**src/rtl/pwm_pkg.sv**
```systemverilog
// Shared constants and helpers for the multi-channel PWM controller.
// Holds default parameters, saturating duty arithmetic and the select-width helper.
package pwm_pkg;

  localparam int NCH_D      = 4;
  localparam int CW_D       = 8;
  localparam int PERIOD_D   = 10;
  localparam int STEP_D     = 1;
  localparam int DUTY_RST_D = 5;
  localparam int DEB_DIV_D  = 2;

  // One bit wider than any supported duty width, so a sum never wraps.
  typedef logic [32:0] wide_t;

  function automatic int sel_w(input int n);
    return (n > 1) ? $clog2(n) : 1;
  endfunction

  function automatic wide_t sat_add(
    input wide_t a,
    input wide_t s,
    input wide_t lim
  );
    wide_t r;
    r = a + s;
    return (r > lim) ? lim : r;
  endfunction

  function automatic wide_t sat_sub(
    input wide_t a,
    input wide_t s
  );
    return (a < s) ? '0 : a - s;
  endfunction

endpackage

```
**src/rtl/pwm_multi_ctrl_btn_debounce.sv**
```systemverilog
// Button debouncer: two tick-gated flops, one-clock pulse per press.
// Ports: clk, rst_n, tick (sample strobe), btn (raw), evt (press pulse).
module btn_debounce (
  input  logic clk,
  input  logic rst_n,
  input  logic tick,
  input  logic btn,
  output logic evt
);

  logic r_s1;
  logic r_s2;

  always_ff @(posedge clk or negedge rst_n) begin
    if (!rst_n) begin
      r_s1 <= 1'b0;
      r_s2 <= 1'b0;
    end else if (tick) begin
      r_s1 <= btn;
      r_s2 <= r_s1;
    end
  end

  assign evt = r_s1 & ~r_s2 & tick;

endmodule

```
**src/rtl/pwm_multi_ctrl.sv**
```systemverilog
// Multi-channel PWM with debounced button duty adjust; macro PWM_SHADOW_EN
// shadows duty to period boundaries. Ports: clk, rst_n, ena, btn_inc, btn_dec,
// ch_sel, pwm_out, duty_o, period_wrap.
module pwm_multi_ctrl
  import pwm_pkg::*;
#(
  parameter int NCH      = NCH_D,
  parameter int CW       = CW_D,
  parameter int PERIOD   = PERIOD_D,
  parameter int STEP     = STEP_D,
  parameter int DUTY_RST = DUTY_RST_D,
  parameter int DEB_DIV  = DEB_DIV_D
) (
  input  logic                    clk,
  input  logic                    rst_n,
  input  logic                    ena,
  input  logic                    btn_inc,
  input  logic                    btn_dec,
  input  logic [sel_w(NCH)-1:0]   ch_sel,
  output logic [NCH-1:0]          pwm_out,
  output logic [CW-1:0]           duty_o,
  output logic                    period_wrap
);

  localparam int DW = (DEB_DIV > 1) ? $clog2(DEB_DIV) : 1;

  logic [DW-1:0]  r_div;
  logic [CW-1:0]  r_cnt;
  logic [CW-1:0]  r_tgt [NCH];
  logic [NCH-1:0] r_pwm;

  logic           w_tick;
  logic           w_wrap;
  logic           w_inc;
  logic           w_dec;
  logic [CW-1:0]  w_tgt_nxt [NCH];
  logic [CW-1:0]  w_act [NCH];

  assign w_tick = (r_div == DW'(DEB_DIV - 1)) & ena;
  assign w_wrap = (r_cnt == CW'(PERIOD - 1)) & ena;

  btn_debounce u_deb_inc (
    .clk   (clk),
    .rst_n (rst_n),
    .tick  (w_tick),
    .btn   (btn_inc),
    .evt   (w_inc)
  );

  btn_debounce u_deb_dec (
    .clk   (clk),
    .rst_n (rst_n),
    .tick  (w_tick),
    .btn   (btn_dec),
    .evt   (w_dec)
  );

  always_ff @(posedge clk or negedge rst_n) begin
    if (!rst_n) begin
      r_div <= '0;
      r_cnt <= '0;
    end else if (ena) begin
      r_div <= w_tick ? '0 : r_div + DW'(1);
      r_cnt <= w_wrap ? '0 : r_cnt + CW'(1);
    end
  end

  // Simultaneous inc and dec cancel; out-of-range selects match no channel.
  always_comb begin
    for (int i = 0; i < NCH; i++) begin
      w_tgt_nxt[i] = r_tgt[i];
      if (int'(ch_sel) == i && (w_inc ^ w_dec)) begin
        if (w_inc)
          w_tgt_nxt[i] = CW'(sat_add(wide_t'(r_tgt[i]),
                                     wide_t'(STEP),
                                     wide_t'(PERIOD)));
        else
          w_tgt_nxt[i] = CW'(sat_sub(wide_t'(r_tgt[i]),
                                     wide_t'(STEP)));
      end
    end
  end

  always_ff @(posedge clk or negedge rst_n) begin
    if (!rst_n) begin
      for (int i = 0; i < NCH; i++)
        r_tgt[i] <= CW'(DUTY_RST);
    end else begin
      for (int i = 0; i < NCH; i++)
        r_tgt[i] <= w_tgt_nxt[i];
    end
  end

`ifdef PWM_SHADOW_EN
  logic [CW-1:0] r_act [NCH];

  // Copy on the last count so a same-edge update lands in the next period.
  always_ff @(posedge clk or negedge rst_n) begin
    if (!rst_n) begin
      for (int i = 0; i < NCH; i++)
        r_act[i] <= CW'(DUTY_RST);
    end else if (w_wrap) begin
      for (int i = 0; i < NCH; i++)
        r_act[i] <= w_tgt_nxt[i];
    end
  end

  always_comb begin
    for (int i = 0; i < NCH; i++)
      w_act[i] = r_act[i];
  end
`else
  always_comb begin
    for (int i = 0; i < NCH; i++)
      w_act[i] = r_tgt[i];
  end
`endif

  always_ff @(posedge clk or negedge rst_n) begin
    if (!rst_n) begin
      r_pwm <= '0;
    end else begin
      for (int i = 0; i < NCH; i++)
        r_pwm[i] <= ena & (r_cnt < w_act[i]);
    end
  end

  always_comb begin
    duty_o = '0;
    for (int i = 0; i < NCH; i++)
      if (int'(ch_sel) == i)
        duty_o = r_tgt[i];
  end

  assign pwm_out     = r_pwm;
  assign period_wrap = w_wrap;

endmodule
```
**config.mk**
```make
export PLATFORM = sky130hd
export DESIGN_NAME = pwm_multi_ctrl
export DESIGN_NICKNAME = d
export VERILOG_FILES = /design/src/rtl/pwm_pkg.sv /design/src/rtl/pwm_multi_ctrl_btn_debounce.sv /design/src/rtl/pwm_multi_ctrl.sv
export SDC_FILE = /design/constraint.sdc
export NUM_CORES = 1
export LEC_CHECK = 0
export ABC_AREA = 1
export BUFFER_PORTS_ARGS = -buffer_cell sky130_fd_sc_hd__buf_2
export CORE_ASPECT_RATIO = 1.2
export CORE_MARGIN = 3
export CORE_UTILIZATION = 40
export DETAILED_ROUTE_END_ITERATION = 8
export MAX_ROUTING_LAYER = met4
export RECOVER_POWER = 100
export SLEW_MARGIN = 20
export SYNTH_ARGS = -nofsm -noshare
export SYNTH_HDL_FRONTEND = slang
export SYNTH_SLANG_ARGS = --single-unit
```
**constraint.sdc**
```tcl
create_clock -name clk -period 2.25 [get_ports clk]
set_input_delay 0.1125 -clock clk [delete_from_list [all_inputs] [get_ports clk]]
set_output_delay 0.1125 -clock clk [all_outputs]
set_load 0.05 [all_outputs]
```
==> flow_summary_export.csv <==
group,metric,value,unit
logic_synthesis,synth_edf_count,0,
placed_design,pre_cts_ws,0.370,ns
setup_path,path_max_fanout,12,
final_layout,drive_above_1_share,0.0583,
setup_path,cp.arrival,1.85,ns
pwr,seqPwrFrac,0.319,
logic_synthesis,seq_area_frac_synth,0.295,
timing,finalSetupTns,0,ns
final_layout,fillers,1048,
clock_tree,root_buffer,"clkbuf_16",
setup_path,cp_data_required_time,2.14,ns
grt,grt_util_met1,0.249,
final_layout,area_growth,8.37,%
run,drv_cap,0,
clock_tree,clkSinkCount,49,
logic_synthesis,synth.top_cells.by_area,"dfrtp_1 25%, ha_1 13%, nand2_1 10%, nor2_1 7.8%, inv_1 6.5%",
timing,min_period,1.96,ns
logic_synthesis,synth_fp_nets,645,
grt,antenna_found_initial,0,
final_layout,register_area,1240,sq um
routing,ant_nets,0,
worst_hold_path,hold_class,"input port to flop",
clock_tree,cts_htree_levels,2,
pwr,intPower,2.91,mW
timing,drv_slew,0,
pwr,p_sw_frac,0.524,
logic_synthesis,ys_types,36,
logic_synthesis,synth_ff_type,"dfrtp_1",
clock_tree,clk_path_buf_depth,2,
grt,use_met3,0.0267,
timing,rsz0062_at_grt,"no",
final_layout,multiInputGateArea,2570,sq um
routing,routedWlPerCell,15.0,um
grt,grt_pass1_vias,3858,
grt,grt_overflow,0,
routing,avgViaCountPerCell,5.36,
placed_design,dp_hpwl,8590,um
logic_synthesis,synth_top_cell_area_share,0.245,
logic_synthesis,ys_ff_latch,49,
placed_design,port_buffers,19,
floorplanning,start_util,0.414,
outcome,outcome,"finished clean",
grt,busiest_layer,"met2",
logic_synthesis,yosys.area.top_type,"dfrtp_1",
timing,setup_viol,0,
logic_synthesis,synth_common_cells,"111 x nand2_1, 87 x nor2_1, 73 x inv_1, 46 x a21oi_1, 46 x nand3_1",
timing,worst_slew_pin_slew,1.03,ns
setup_path,crit_path_end_kind,"primary output",
logic_synthesis,yosys_warnings,0,
timing,fin_worst_skew,0.00694,ns
logic_synthesis,async_reset_ff_frac,1.00,
timing,hold_violations,0,
timing,timing.final.ws_setup,0.289,ns
routing,first_pass_iters,5,
clock_tree,clk_pin_slew,0.07,ns
logic_synthesis,synth.most_common_cell,"nand2_1",
routing,via_count,3979,
logic_synthesis,postSynthAreaPerCell,7.02,sq um
placed_design,place.gp.congestion,0.904,
floorplanning,die_h,118,um
floorplanning,die_x,99.4,um
grt,use_met2,0.347,
pwr,p_sw,3.20,mW
timing,slew_headroom,0.310,
floorplanning,num_rows,40,
clock_tree,cts_tree,"built",
pwr,leakagePower,2.17,nW
logic_synthesis,syn_area,4190,sq um
routing,routed_wl,11200,um
final_layout,diodes,0,
routing,drcViolationCount,0,
pwr,p_clk_frac,0.126,
floorplanning,core,10100,sq um
timing,fmax,510,MHz
grt,grt_first_pass_wirelength,18700,um
pwr,comb_power_share,0.555,
pwr,p_per_area,1350,nW/um^2
clock_tree,insertion_delay,0.30,ns
floorplanning,die-area,11700,sq um
logic_synthesis,netlist_instances,596,
final_layout,final_nets,665,
clock_tree,cts_made_buffers,5,
timing,finalCritPeriodShare,0.872,
grt,grt_max_degree,35,
grt,track_usage,0.202,
setup_path,critPathLaunchType,"flop",
routing,drt_iter0_drc,208,
floorplanning,ios,20,
pwr,peakVddDrop,0.497,mV
setup_path,worstSetupPathType,"flop to primary output",
cell families after synthesis:
group	count (synthesis)	share of synthesized area
XOR/XNOR	24	0.0502
AO/OA/AOI/OAI	106	0.135
buffers and inverters	90	0.0891
multiplexers	1	0.00239
adder cells (fa/ha/maj)	42	0.126
AND/OR/NAND/NOR	284	0.302
flip-flops	49	0.295
power groups by stage:
stage                     clock (mW)  combinational (mW)  sequential (mW)
after floorplan                    0                2.68             1.75
after global placement             0                3.30             1.96
after detailed placement           0                3.40             1.96
after global routing           0.811                3.90             2.01
final                          0.771                3.39             1.95
after CTS                      0.787                3.42             1.95
worst max-delay path, stage by stage (launching register included):
cell and delay (ns):
dfstp_2 0.67, inv_1 0.12, o2111ai_1 0.26, clkbuf_1 0.50
repair_timing:
item,in CTS,in global routing
hold buffers,1,0
resized for setup,0,0
endpoints found under the setup margin,0,0
hold endpoints to repair,12,0
setup buffers,0,0
worst paths after layout:
check | start | to | slack [ns] | depth (start not counted)
min | btn_dec | u_deb_dec.r_s1 | 0.02 | 3
min in group asynchronous | rst_n | r_tgt[19] | 0.51 | 2
max reg2reg | r_tgt[0] | r_tgt[3] | 0.29 | 9
max | r_tgt[2] | duty_o[2] | 0.29 | 3
max in group asynchronous | rst_n | r_tgt[10] | 0.70 | 3
min reg2reg | u_deb_dec.r_s2 | u_deb_dec.r_s2 | 0.49 | 2
registers in the layout, indices dropped and copies added, names as in the netlist:
name,count
r_div,1
u_deb_inc.r_s1,1
u_deb_dec.r_s2,1
u_deb_inc.r_s2,1
pwm_out,4
r_cnt,8
r_tgt,32
u_deb_dec.r_s1,1
cell type report:
type	instances	area share
well taps	126	0.0348
inverters	77	0.0648
clock buffers	6	0.0284
multi-input cells	457	0.566
clock inverters	2	0.00331
flip-flops and latches	49	0.273
repair buffers	26	0.0298
layer usage:
layer / vias up / wire length, um
met5: - / 0
met3: 5 / 439
met2: 87 / 5650
met1: 1887 / 4990
li1: 2000 / -
met4: 0 / 97
cell usage in the layout (no fill, tap or decap), types with 8 or more instances in the layout:
master    netlist  layout
nor3b_1         7       8
o21ai_0        42      43
a21oi_1        46      46
inv_1          73      73
nand4_1        12      12
ha_1           42      42
nor2_1         87      87
dfrtp_1        41      41
nand3_1        46      46
clkbuf_1        1      13
nor3_1         11      11
nand2_1       111     112
xor2_1         20      20
stage by stage:
step / std cells / utilization / hold slack, ns / total power, mW / instance area (sq um)
5_1_grt: 743 / 0.449 / 0.0338 / 6.72 / 4540
4_1_cts: 743 / 0.451 / 0.0173 / 6.15 / 4560
3_3_place_gp: 734 / 0.436 / 0.0717 / 5.26 / 4400
3_5_place_dp: 734 / 0.436 / 0.0756 / 5.36 / 4400
6_report: 743 / 0.449 / 0.0188 / 6.11 / 4540
2_1_floorplan: 596 / - / -0.183 / 4.44 / 4190
Power figures use the tool's default switching activity.
